===== src/rtl/decodificador_dispensador.sv =====
// Product-side decoder/dispenser: latches a confirmed product code, checks its
// stock, then drives the product motor for a fixed time or flags sold-out.
module decodificador_dispensador #(
  parameter int ESTOQUE_INICIAL = 3,
  parameter int TEMPO_LIBERA    = 8,
  parameter int TEMPO_ERRO      = 8
) (
  input  logic        clk,
  input  logic        reset,
  input  logic [3:0]  codigo,
  input  logic        confirma,
  input  logic        repor,
  output logic        pronto,
  output logic [3:0]  tecla_linha,
  output logic [3:0]  tecla_coluna,
  output logic [15:0] produto,
  output logic        liberado,
  output logic        esgotado,
  output logic [3:0]  estoque_atual
);

  localparam int TEMPO_MAX = (TEMPO_LIBERA > TEMPO_ERRO) ? TEMPO_LIBERA : TEMPO_ERRO;
  localparam int CW        = $clog2(TEMPO_MAX + 1);

  localparam logic [3:0]    ESTOQUE_INI = 4'(ESTOQUE_INICIAL);
  localparam logic [CW-1:0] CNT_LIBERA  = CW'(TEMPO_LIBERA);
  localparam logic [CW-1:0] CNT_ERRO    = CW'(TEMPO_ERRO);
  localparam logic [CW-1:0] CNT_UM      = CW'(1);
  localparam logic [CW-1:0] CNT_ZERO    = CW'(0);

  typedef enum logic [1:0] {
    IDLE     = 2'd0,
    VERIFICA = 2'd1,
    LIBERA   = 2'd2,
    ERRO     = 2'd3
  } estado_t;

  estado_t       estado_q, estado_d;
  logic [3:0]    codigo_q, codigo_d;
  logic [CW-1:0] cnt_q, cnt_d;
  logic [3:0]    estoque_q [16];
  logic [3:0]    estoque_d [16];

  // Next-state logic: FSM transitions, code latch, timer and stock updates
  always_comb begin
    estado_d  = estado_q;
    codigo_d  = codigo_q;
    cnt_d     = cnt_q;
    estoque_d = estoque_q;
    case (estado_q)
      IDLE: begin
        // restock has priority; a simultaneous confirm is dropped
        if (repor) begin
          for (int i = 0; i < 16; i++) begin
            estoque_d[i] = ESTOQUE_INI;
          end
        end else if (confirma) begin
          codigo_d = codigo;
          estado_d = VERIFICA;
        end else begin
          estado_d = IDLE;
        end
      end
      VERIFICA: begin
        if (estoque_q[codigo_q] == 4'd0) begin
          cnt_d    = CNT_ERRO;
          estado_d = ERRO;
        end else begin
          cnt_d    = CNT_LIBERA;
          estado_d = LIBERA;
        end
      end
      LIBERA: begin
        cnt_d = cnt_q - CNT_UM;
        if (cnt_q == CNT_UM) begin
          estoque_d[codigo_q] = estoque_q[codigo_q] - 4'd1;
          estado_d            = IDLE;
        end else begin
          estado_d = LIBERA;
        end
      end
      ERRO: begin
        cnt_d = cnt_q - CNT_UM;
        if (cnt_q == CNT_UM) begin
          estado_d = IDLE;
        end else begin
          estado_d = ERRO;
        end
      end
      default: begin
        estado_d = IDLE;
        cnt_d    = CNT_ZERO;
      end
    endcase
  end

  // State registers with synchronous reset; reset also reloads every stock count
  always_ff @(posedge clk) begin
    if (reset) begin
      estado_q <= IDLE;
      codigo_q <= 4'd0;
      cnt_q    <= CNT_ZERO;
      for (int i = 0; i < 16; i++) begin
        estoque_q[i] <= ESTOQUE_INI;
      end
    end else begin
      estado_q  <= estado_d;
      codigo_q  <= codigo_d;
      cnt_q     <= cnt_d;
      estoque_q <= estoque_d;
    end
  end

  // Output decode, purely from registered state
  always_comb begin
    pronto        = 1'b0;
    produto       = 16'h0000;
    liberado      = 1'b0;
    esgotado      = 1'b0;
    tecla_linha   = 4'b0001 << codigo_q[3:2];
    tecla_coluna  = 4'b0001 << codigo_q[1:0];
    estoque_atual = estoque_q[codigo_q];
    case (estado_q)
      IDLE: begin
        pronto = 1'b1;
      end
      VERIFICA: begin
        pronto = 1'b0;
      end
      LIBERA: begin
        produto  = 16'h0001 << codigo_q;
        liberado = (cnt_q == CNT_UM);
      end
      ERRO: begin
        esgotado = 1'b1;
      end
      default: begin
        pronto = 1'b0;
      end
    endcase
  end

endmodule


===== config.mk =====
export PLATFORM = sky130hd
export DESIGN_NAME = decodificador_dispensador
export DESIGN_NICKNAME = d
export VERILOG_FILES = /design/src/rtl/decodificador_dispensador.sv
export SDC_FILE = /design/constraint.sdc
export NUM_CORES = 1
export LEC_CHECK = 0
export CAP_MARGIN = 20
export CORE_MARGIN = 2
export CORE_UTILIZATION = 58
export CTS_BUF_LIST = sky130_fd_sc_hd__clkbuf_8
export CTS_CLUSTER_SIZE = 40
export DETAILED_ROUTE_END_ITERATION = 12
export PLACE_DENSITY = 0.82
export SYNTH_ARGS = -nofsm -noshare
export SYNTH_HDL_FRONTEND = slang
export SYNTH_SLANG_ARGS = --single-unit

===== constraint.sdc =====
create_clock -name clk -period 3.7 [get_ports clk]
set_clock_uncertainty 0.05 [all_clocks]
set_input_delay 0.555 -clock clk [delete_from_list [all_inputs] [get_ports clk]]
set_output_delay 0.555 -clock clk [all_outputs]
set_load 0.03 [all_outputs]

==> results.txt, run 1 <==
First DRT Iteration DRCs: 377
Internal power: 1.19 mW
GRT Total Usage: 28.7%
Maximum buffer depth of the clock tree: 2
Final period util: 90.3%
Synthesis-to-finish area growth: 17.1%
Area leader, netlist: dfxtp_1
Outcome: finished, final reports clean
FP Rows: 28
RSZ-0062 raised after global routing: false
Hold Buf Count CTS: 0
FF+latch count, synth: 74
DP Cell Count: 510
Total number of vias: 3,345
Setup TNS Final: 0 ps
Combinational Power Share: 15.8%
Data required, critical path: 3090 ps
TritonCTS clock tree: done
Sw Pwr: 0.481 mW
Die W: 83.0 µm
TritonRoute pass-1 iters: 5
Vias per cell: 6.36
I/O pin count: 39
Worst EP arrival: 2730 ps
Max transition margin: 45.2%
Clk network pwr share: 35.6%
DRT Wirelength: 9890 µm
Synth Flop Type: dfxtp_1
Peak Freq: 299 MHz
H-tree depth: 3
Clock Pin Slew Worst Setup and Hold Paths: 70 ps
Share of cells above drive strength 1: 12.4%
Post-synthesis cell area: 3620 µm²
Number of flops mapped to enable cells by yosys: 0
Power Density: 395 nW/µm²
Flop pwr share: 48.7%
Worst skew pair latency: 360 ps
Place WS: 757 ps
# Max-Cap Violations: 0
Final ANT Viol Nets: 0
Commonest non-fill, non-tap cell in the layout: dfxtp_1
Initial antenna violation count: 0
Sw Ratio: 28.7%
Worst setup EP type: output pin
Non-Filler Instances: 526
Clock sinks: 74
Fin nets: 457
Number of setup buffers added after CTS: 0
Most frequent cells in the layout: dfxtp_1 (74), nor2_1 (62), nand2_1 (54)
Resize count post-CTS: 0
Yosys cell types: 45
DPL Wire Length: 7080 µm
Crit path max fanout: 21
Final hold violations: 0
Largest net degree at the start of global routing: 56
Die span in y: 83.0 µm
RePlAce Congestion: 0.941
Total grt overflow: 0
Clock root buffer: clkbuf_8
First-pass GRT wire length: 15,700 µm
Die area: 6890 µm²
DRC Markers: 0
Max Transition Viols Final: 0
Sequential share of the synthesized area: 40.9%
TritonCTS Buffers: 9
PnR worst setup slack: 361 ps
Synth area leaders: dfxtp_1 (41%), mux4_2 (11%), nand2b_1 (6.6%), nor2_1 (6.4%), nand2_1 (5.6%)
Syn avg cell area: 8.77 µm²
Critical path type: reg2out
Worst-margin pin slew: 822 ps
Min cycle time layout: 3340 ps
Antenna diode count: 0
Area of the core: 5990 µm²
Setup Viol. Count Final: 0
Post-synth top area share: 40.9%
Setup crit start kind: register
Leakage: 1.53 nW
Routed wire per std cell: 18.8 µm
Worst hold slack: 410 ps
Syn Nets: 424
Ys Warns: 0
Cells after Synth: 413
Vias in the first global route: 3,100
HP Class: reg2reg
IO Port Bufs: 38
Starting Density: 60.4%
Fraction of registers with async set/reset: 0%
Peak VDD IR: 0.000412 V
power by group through the flow:
stage          Clock (mW)  Sequential (mW)  Combinational [mW]
3_5_place_dp            0            0.834               0.258
4_1_cts             0.594            0.815               0.260
2_1_floorplan           0            0.829               0.178
5_1_grt             0.628            0.816               0.284
6_report            0.596            0.815               0.264
3_3_place_gp            0            0.834               0.253
final cells by class:
type | count | area [µm²]
clock buffers | 9 | 124
fillers | 449 | 1750
inverters | 14 | 52.6
well taps | 75 | 93.8
multi-input cells | 297 | 1970
repair buffers | 50 | 465
clock inverters | 7 | 55.1
flip-flops and latches | 74 | 1480
layer usage:
layer	part of all wire [%]	up-vias	track usage (%)
li1	-	1525	-
met1	41	1582	38.7
met2	47	209	43.5
met3	8.9	29	5.17
met4	3.6	0	16.5
met5	0	-	0
final timing paths:
| path | startpoint | endpoint | slack (ps) | depth (start not counted) |
|---|---|---|---|---|
| worst min-delay path | estoque_q[22] | estoque_q[22] | 410 | 2 |
| worst min register to register | estoque_q[22] | estoque_q[22] | 410 | 2 |
| worst max-delay path | codigo_q[0] | estoque_atual[1] | 360 | 6 |
| worst max register to register | codigo_q[0] | estoque_q[30] | 810 | 8 |
synthesized netlist by cell type, drive strengths merged (2+ instances only):
master	number
a22o	3
a22oi	2
and2	2
nor3	5
ha	3
mux2i	5
o21ai	16
o31ai	13
inv	14
buf	9
a21oi	19
or2	2
nor2b	3
clkbuf	19
nor3b	4
o22ai	28
a32o	3
nor2	62
mux4	17
nand2b	38
nand3	3
nand2	54
dfxtp	74
a221oi	2
per-stage QoR:
| step | utilization [%] | cell area [µm²] | total power [mW] |
|---|---|---|---|
| floorplan | - | 3620 | 1.01 |
| global placement | 67.8 | 4060 | 1.09 |
| detailed placement | 67.8 | 4060 | 1.09 |
| CTS | 70.8 | 4240 | 1.67 |
| global route | 70.8 | 4240 | 1.73 |
| finish | 70.8 | 4240 | 1.68 |
kinds of logic after synthesis:
| family | share of synthesized area, % |
|---|---|
| simple gates | 23.0 |
| fa+ha+maj | 1.04 |
| compound gates | 17.5 |
| buf+inv | 4.77 |
| flops | 40.9 |
| mux | 12.3 |
| xor+xnor | 0.484 |
registers in the layout, summed over array words and instances, names as in the netlist:
register / cells
codigo_q: 4
estado_q: 2
estoque_q: 64
cnt_q: 4
worst max-delay path, cell delays in order (launching register included):
cell             delay (ps)
dfxtp_1                 320
buf_4                   330
mux4_2                  550
a22o_1                  220
a221oi_2                240
inv_2                   110
clkdlybuf4s50_1         600
Power figures use the tool's default switching activity.
==> run 2, diff against run 1 <==
GPL_TIMING_DRIVEN = 0   (was unset)
SKIP_LAST_GASP = 1   (was unset)
==> results.txt, run 2 (synthesis gave the netlist of run 1 again) <==
Outcome: finished, final reports clean
Peak VDD IR: 0.000299 V
Die W: 83.0 µm
Die span in y: 83.0 µm
Share of cells above drive strength 1: 10.9%
Critical path type: reg2out
Antenna diode count: 0
Worst setup EP type: output pin
Largest delay share family, worst path: buffers and inverters
H-tree depth: 3
Clock root buffer: clkbuf_8
RSZ-0062 raised after global routing: false
Setup TNS Final: 0 ps
First DRT Iteration DRCs: 439
Clk network pwr share: 35.7%
Commonest non-fill, non-tap cell in the layout: dfxtp_1
Crit path max fanout: 10
Crit-path slowest cell: clkdlybuf4s50_1
IO Port Bufs: 38
Data required, critical path: 3090 ps
TritonCTS Buffers: 9
Sw Ratio: 29.2%
Total number of vias: 3,457
Power Density: 394 nW/µm²
Total grt overflow: 0
Die area: 6890 µm²
Clock sinks: 74
Sw Pwr: 0.493 mW
Initial antenna violation count: 0
TritonCTS clock tree: done
Crit path cell chain: clkbuf_4, buf_2, mux4_2, mux4_2, clkdlybuf4s50_1
Vias per cell: 6.39
GRT Total Usage: 30.4%
DRC Markers: 0
CP peak stage delay: 620 ps
I/O pin count: 39
Combinational Power Share: 16.1%
Setup Viol. Count Final: 0
# Max-Cap Violations: 0
Most used cell, CP: mux4_2
DRT Wirelength: 10,300 µm
Final hold violations: 0
Max transition margin: 35.5%
Worst-margin pin slew: 967 ps
DPL Wire Length: 7400 µm
Tot Pwr: 1.69 mW
Internal power: 1.20 mW
TritonRoute pass-1 iters: 6
Number of setup buffers added after CTS: 0
Peak Freq: 280 MHz
Largest Register: estoque_q
Setup crit start kind: register
Max reg flops: 64
Maximum buffer depth of the clock tree: 2
Min cycle time layout: 3570 ps
Vias in the first global route: 3,287
Leakage: 1.52 nW
Most frequent cells in the layout: dfxtp_1 (74), nor2_1 (62), nand2_1 (54)
Biggest registers after layout: estoque_q x64, cnt_q x4, codigo_q x4
First-pass GRT wire length: 16,500 µm
Area of the core: 5990 µm²
Worst Path Buf+Inv: 3
FP Rows: 28
Fin nets: 473
RePlAce Congestion: 0.947
Clock Pin Slew Worst Setup and Hold Paths: 80 ps
# fillers: 442
Flop pwr share: 48.2%
Largest net degree at the start of global routing: 13
Synthesis-to-finish area growth: 18.3%
Worst skew pair latency: 350 ps
Final period util: 96.5%
Starting Density: 60.4%
Worst EP arrival: 2960 ps
Final ANT Viol Nets: 0
Routed wire per std cell: 19.0 µm
Max Transition Viols Final: 0
HP Class: reg2reg
-- run 2: changes by cell type in the layout (fill, tap and decap cells not counted) --
cell / delta
buf_4: -11
clkdlybuf4s50_1: +1
buf_1: +4
clkinv_4: +1
clkbuf_4: +1
buf_2: +1
inv_1: -3
nand2b_1: -1
clkbuf_1: +19
nand2b_2: +1
clkinvlp_4: +1
buf_6: +1
-- run 2: per-layer routing --
metal	GRT usage (%)	vias up	routed length (µm)
met5	0	-	0
met4	12.1	0	349
met3	8.25	41	1040
met2	48.3	240	4760
met1	39.6	1618	4150
li1	-	1558	-
-- run 2: worst register-to-register path: stages (launching register included) --
cell and delay, ps:
dfxtp_1 410, buf_6 230, mux4_2 530, nand2_1 90, and4_1 310, buf_1 440
ha_1 320, xnor2_1 180, or2_2 150, clkbuf_1 330, o21ai_0 170
-- run 2: repair_timing --
item	CTS	global route
hold buffers	0	0
endpoints found under the setup margin	0	3
resized for setup	0	2
-- run 2: layout make-up --
cell class                 count  area, µm²  share of cell area (%)
buffer                        28        123                    2.86
tap                           75       93.8                    2.19
timing repair buffer          38        380                    8.88
sequential                    74       1480                    34.6
inverter                      14       52.6                    1.23
clock inverter                 6       60.1                    1.40
multi-input combinational    297       1970                    46.0
clock buffer                   9        124                    2.89
-- run 2: power groups by stage --
stage	clock network [mW]	logic (mW)	registers (mW)
finish	0.603	0.273	0.814
global route	0.638	0.290	0.815
CTS	0.607	0.264	0.814
detailed placement	0	0.262	0.832
global placement	0	0.259	0.832
floorplan	0	0.178	0.829
-- run 2: stage by stage --
step | worst slack, ps | instance area, µm² | utilization [%] | hold WS [ps] | std cells
6_report | 130 | 4280 | 71.5 | 404 | 541
5_1_grt | 11.3 | 4280 | 71.5 | 435 | 541
4_1_cts | 93.1 | 4280 | 71.4 | 405 | 541
3_5_place_dp | 421 | 4100 | 68.4 | 387 | 526
3_3_place_gp | 430 | 4100 | 68.4 | 379 | 526
2_1_floorplan | 947 | 3620 | - | 370 | 413
-- run 2: path summary, 6_finish.rpt --
kind                      start  slack, ps  depth (start not counted)                to
setup / recovery    codigo_q[1]        130                          5  estoque_atual[3]
hold reg to reg   estoque_q[11]        400                          2     estoque_q[11]
hold / removal    estoque_q[11]        400                          2     estoque_q[11]
setup reg to reg    codigo_q[0]        350                         10     estoque_q[26]
==> run 3, diff against run 2 <==
CORE_MARGIN = unset   (was 2)
==> results.txt, run 3 (synthesis gave the netlist of run 1 again) <==
Max Transition Viols Final: 0
Setup Viol. Count Final: 0
Largest net degree at the start of global routing: 13
Biggest registers after layout: estoque_q x64, cnt_q x4, codigo_q x4
Flop pwr share: 43.6%
Die W: 81.0 µm
TritonCTS Buffers: 9
Final period util: 98.8%
Die area: 6560 µm²
Clock Pin Slew Worst Setup and Hold Paths: 80 ps
Data required, critical path: 3090 ps
Min cycle time layout: 3660 ps
Sw Pwr: 0.511 mW
DRT Wirelength: 10,900 µm
TritonRoute pass-1 iters: 5
Worst hold slack: 411 ps
TritonCTS clock tree: done
Combinational Power Share: 14.9%
Worst skew pair latency: 360 ps
H-tree depth: 3
Resize count post-CTS: 0
Worst EP arrival: 3050 ps
Number of setup buffers added after CTS: 0
Clk network pwr share: 41.5%
RSZ-0062 raised after global routing: false
I/O pin count: 39
Antenna diode count: 0
Vias per cell: 6.44
HP Class: reg2reg
Internal power: 1.36 mW
Power Density: 430 nW/µm²
Routed wire per std cell: 20.0 µm
Setup TNS Final: 0 ps
Max reg flops: 64
Clock sinks: 74
Final ANT Viol Nets: 0
Max transition margin: 25.2%
Share of cells above drive strength 1: 10.9%
Vias in the first global route: 3,241
Total number of vias: 3,490
Starting Density: 60.8%
Synthesis-to-finish area growth: 19.9%
Initial antenna violation count: 0
GRT Total Usage: 35.0%
Area of the core: 5960 µm²
Commonest non-fill, non-tap cell in the layout: dfxtp_1
Clock root buffer: clkbuf_8
Peak Freq: 274 MHz
Critical path type: reg2out
Fin nets: 473
Worst setup EP type: output pin
Worst-margin pin slew: 1120 ps
Crit path max fanout: 10
Peak VDD IR: 0.000348 V
Setup crit start kind: register
FP Rows: 28
Die span in y: 81.0 µm
Outcome: finished, final reports clean
Hold Buf Count CTS: 0
First DRT Iteration DRCs: 533
IO Port Bufs: 38
DRC Markers: 0
Final hold violations: 0
Sw Ratio: 27.4%
Most frequent cells in the layout: dfxtp_1 (74), nor2_1 (62), nand2_1 (54)
DPL Wire Length: 7600 µm
# Max-Cap Violations: 0
Final Util: 72.9%
Total grt overflow: 0
Tot Pwr: 1.87 mW
Leakage: 1.55 nW
First-pass GRT wire length: 16,600 µm
RePlAce Congestion: 0.979
Largest Register: estoque_q
Maximum buffer depth of the clock tree: 2
[run 3: changes by cell type in the layout (fill, tap and decap cells not counted), sizes merged]
cell      previous run  this run
bufinv               1         3
clkinv               3         1
buf                  8         7
inv                 15        16
clkbuf              29        31
clkinvlp             1         0
[run 3: final timing paths]
path / depth (start not counted) / endpoint / slack (ps) / from
max: 7 / produto[13] / 40 / codigo_q[1]
min reg2reg: 2 / estoque_q[26] / 410 / estoque_q[26]
max reg2reg: 9 / estoque_q[35] / 130 / codigo_q[1]
min: 2 / estoque_q[26] / 410 / estoque_q[26]
[run 3: critical path, stage by stage (launching register included)]
cell,delay (ps)
dfxtp_1,450
clkbuf_4,300
buf_2,320
nand2b_1,460
inv_1,280
nand3_1,220
inv_1,70
clkdlybuf4s50_1,590
[run 3: layer usage]
metal / wire [µm] / up-vias / GRT usage [%]
met5: 0 / - / 0
met4: 604 / 0 / 23.9
met3: 1090 / 59 / 4.94
met2: 4770 / 257 / 51.6
met1: 4400 / 1628 / 47.4
li1: - / 1546 / -
[run 3: power by group through the flow]
stage               clock (mW)  sequential [mW]  combinational [mW]
finish                   0.775            0.814               0.278
CTS                      0.765            0.813               0.267
detailed placement           0            0.832               0.266
floorplan                    0            0.829               0.178
global route             0.801            0.815               0.293
global placement             0            0.831               0.263
[run 3: layout make-up]
cell class,count,area [µm²]
multi-input cells,297,1970
fillers,444,1610
flip-flops and latches,74,1480
repair buffers,38,380
clock buffers,10,138
plain buffers,28,124
clock inverters,6,106
well taps,75,93.8
inverters,14,52.6
[run 3: per-stage QoR]
step | cells | cell area, µm² | worst slack (ps)
after floorplan | 413 | 3620 | 947
after global placement | 526 | 4100 | 205
after detailed placement | 526 | 4100 | 128
after CTS | 542 | 4340 | 16.1
after global routing | 542 | 4340 | 53.3
final | 542 | 4340 | 44.7
==> variant 1: new RTL, flow settings as in run 2 <==
Re-encode `estado_t` (4 values) as one-hot, 4 bits wide.
--- a/src/rtl/decodificador_dispensador.sv
+++ b/src/rtl/decodificador_dispensador.sv
@@ -28,11 +28,11 @@
   localparam logic [CW-1:0] CNT_UM      = CW'(1);
   localparam logic [CW-1:0] CNT_ZERO    = CW'(0);
 
-  typedef enum logic [1:0] {
-    IDLE     = 2'd0,
-    VERIFICA = 2'd1,
-    LIBERA   = 2'd2,
-    ERRO     = 2'd3
+  typedef enum logic [3:0] {
+    IDLE     = 4'b0001,
+    VERIFICA = 4'b0010,
+    LIBERA   = 4'b0100,
+    ERRO     = 4'b1000
   } estado_t;
 
   estado_t       estado_q, estado_d;
Formal check against the unedited RTL: no difference found for any inputs over 10 cycles, from zero or initial values and one cycle with reset high; not proved beyond that.
==> variant 1 against run 2 <==
  * Global-route usage fell by 0.57 points
  * Setup slack improved by 0.054 ns
  * Via count rose by 3.8%
  * Sequential cell count rose by 2
  * Power rose by 0.16%
  * Wire length rose by 0.56%
  * Final area rose by 4.2%
  * Synthesized area rose by 4.4%
  * Highest routed layer unchanged
==> variant 1: results <==
[run_status]
status = finished clean

[timing]
layout_setup_ws_ns = 0.184
whs_ns = 0.421

[power]
ir_drop_mv = 0.251
p_leak_nw = 1.63

[placement]
gp_congestion = 0.915
dp.cells = 562

[layout]
area_delta_synth_final_pct = 18.1
n_fill_cell = 490

[grt]
grt_pass1_wl_mm = 16.5
grt.total_usage_pct = 29.8
gr-usage-met3_pct = 5.31
grt_max_degree = 16
grt_pass1_vias = 3366

[setup_path]
reg2reg_depth = 11
crit_arrival_ns = 2.91
r2r_end = estoque_q[49]
rrSetupSlack_ns = 0.53

[drt]
wl_met3_um = 982
drt_iter0_markers = 380

[synthesis]
synth.distinct_cells = 41
synth.area.top_cells = dfxtp_1 (40%), mux4_2 (7.7%), nor2_1 (6.4%)
syn_nets = 459
synth_common_cells = dfxtp_1 (76), nor2_1 (64), nand2_1 (49)
ys_seq_area_share_pct = 40.3

[worst_hold_path]
holdPathEnd = estoque_q[39]
## variant 1: cell count changes in the layout (fill, tap and decap cells not counted), sizes merged, moves of 16 or more
cell / run 2 / this run
o21bai: 0 / 16
o22ai: 28 / 0
a21oi: 19 / 36
nor3: 5 / 38
nand3: 3 / 36
nand2b: 38 / 5
## variant 1: cell families (layout without fill, tap and decap cells)
family / Yosys count / in the layout / share of synthesized area (%)
AND/OR/NAND/NOR: 220 / 220 / 27.3
multiplexers: 21 / 21 / 11.3
buffers and inverters: 39 / 93 / 5.00
AO/OA/AOI/OAI: 84 / 84 / 14.2
XOR/XNOR: 3 / 3 / 0.695
adder cells (fa/ha/maj): 4 / 4 / 1.32
flip-flops: 76 / 76 / 40.3
## variant 1: how the worst max path moves through the flow
stage / endpoint / cells past startpoint
finish: produto[7] / 8
CTS: produto[7] / 8
floorplan: estoque_q[62] / 12
global route: produto[14] / 8
detailed placement: produto[7] / 8
global placement: produto[6] / 8
## variant 1: final cells by class
type / count / area share, %
Timing Repair Buffer: 38 / 8.52
Tap cell: 77 / 2.16
Clock buffer: 9 / 2.78
Buffer: 25 / 3.11
Multi-Input combinational cell: 332 / 46.3
Inverter: 14 / 1.18
Clock inverter: 7 / 1.82
Sequential cell: 76 / 34.1
## variant 1: critical path: stages (launching register included)
cell             delay (ns)
dfxtp_1                0.31
buf_2                  0.24
clkbuf_4               0.30
buf_2                  0.28
nand2_1                0.19
inv_1                  0.25
nand2_1                0.15
nor2_1                 0.13
clkdlybuf4s50_1        0.68
## variant 1: power breakdown
group          internal [W]  switching (W)  total [W]  leakage [nW]
Sequential         0.000826     0.00000872   0.000835         0.615
Clock              0.000321       0.000342   0.000663         0.101
Combinational     0.0000665       0.000128   0.000194         0.913
==> variant 2: new RTL, settings of run 2 <==
Made on the original files. Set the parameter `TEMPO_LIBERA` to 4 (it was 8).
--- a/src/rtl/decodificador_dispensador.sv
+++ b/src/rtl/decodificador_dispensador.sv
@@ -2,7 +2,7 @@
 // stock, then drives the product motor for a fixed time or flags sold-out.
 module decodificador_dispensador #(
   parameter int ESTOQUE_INICIAL = 3,
-  parameter int TEMPO_LIBERA    = 8,
+  parameter int TEMPO_LIBERA    = 4,
   parameter int TEMPO_ERRO      = 8
 ) (
   input  logic        clk,
Check against the original RTL: not equivalent (a bounded check fails within 10 cycles, from zero or initial values and one cycle with reset high).
==> variant 2 against run 2 <==
  * Power is 13% higher
  * Combinational power is 7.3% lower
  * Synthesized cell count is 3.6% lower
  * Via count down 2.4%
  * Synthesized area down 2.7%
  * Wire length up 1.2%
  * Die area is 2.6% lower
  * Sequential power barely moved
  * Sequential cell count unchanged
  * Setup slack got worse by 0.043 ns
  * Final area hardly changed
  * Critical path type unchanged
==> variant 2: results <==
[drt]
wirelength_met1_mm = 4.26
vias = 3375
firstDrtPassIters = 7
wl_met3_um = 979
viasPerCell = 6.39
dr_wl_met2_mm = 4.71
post_drt_wl_per_cell_um = 19.7

[setup_path]
critical-path-max-stage-delay_ns = 0.69
crit_slowest_cell = clkdlybuf4s50_1
r2r_end = estoque_q[50]
rrSetupSlack_ns = 0.31
path_max_fanout = 10
crit_arrival_ns = 3.01
reg2reg_depth = 9

[synthesis]
synthXorXnorAreaFrac_pct = 0.497
ys_seq_area_share_pct = 42.1
synth_compound_area_share_pct = 16.4
synth.area.top_cells = dfxtp_1 (42%), mux4_2 (8.3%), nand2b_1 (6.4%)
synth.avg_cell_area_um2 = 8.85
synth_mux_area_share_pct = 12.8
synth_adder_area_share_pct = 1.42
synth_common_cells = dfxtp_1 (74), nand2_1 (54), nor2_1 (43)
synth.distinct_cells = 41

[layout]
n_fill_cell = 454
multi_input_area_um2 = 1890
fin_nets = 460
drive_gt1_share_pct = 9.49

[placement]
place_ws_ns = 0.0421
gp_congestion = 0.930
hpwl_mm = 7.15
postPlaceCellArea_um2 = 4000

[grt]
grt_pass1_vias = 3301
grt.total_usage_pct = 33.5
met1_usage_pct = 43.8
grt_max_degree = 15
use_met2_pct = 50.1
grt_pass1_wl_mm = 16.4
gr-usage-met3_pct = 9.67

[power]
power.density_nw_per_um2 = 445
p_leak_nw = 1.46
p_seq_share_pct = 42.6
p_comb_w = 0.000253
cell_internal_pwr_w = 0.00142
largestPowerGroup = clock
ir_drop_mv = 0.354

[worst_hold_path]
hold_start = estoque_q[43]
holdPathEnd = estoque_q[43]

[run_status]
status = finished clean

[timing]
tightest_slew_ns = 0.833
whs_ns = 0.408

[clock_tree]
h-tree-depth = 3
ctsResizeCount = 2
==> variant 2: changes by cell type after synthesis, sizes merged, moves of 7 or more <==
cell / delta
nand3: +9
inv: -7
nor2: -19
o21ai: +14
o31ai: -10
==> variant 2: final cells by class <==
type	instances	share of cell area, %
sequential	74	34.6
clock buffer	10	3.21
tap	75	2.19
timing repair buffer	41	9.40
multi-input combinational	289	44.2
buffer	26	2.80
inverter	7	0.613
clock inverter	6	3.01
==> variant 2: worst max path at each step <==
stage / slack, ns / cells after the start / from / end
after floorplan: 0.91 / 8 / codigo_q[0] / estado_q[0]
final: 0.09 / 6 / codigo_q[1] / produto[0]
after detailed placement: 0.04 / 10 / codigo_q[1] / estoque_q[50]
after global routing: 0.02 / 6 / estado_q[0] / liberado
after global placement: 0.13 / 10 / codigo_q[0] / estoque_q[22]
after CTS: 0.04 / 7 / codigo_q[1] / estoque_atual[0]
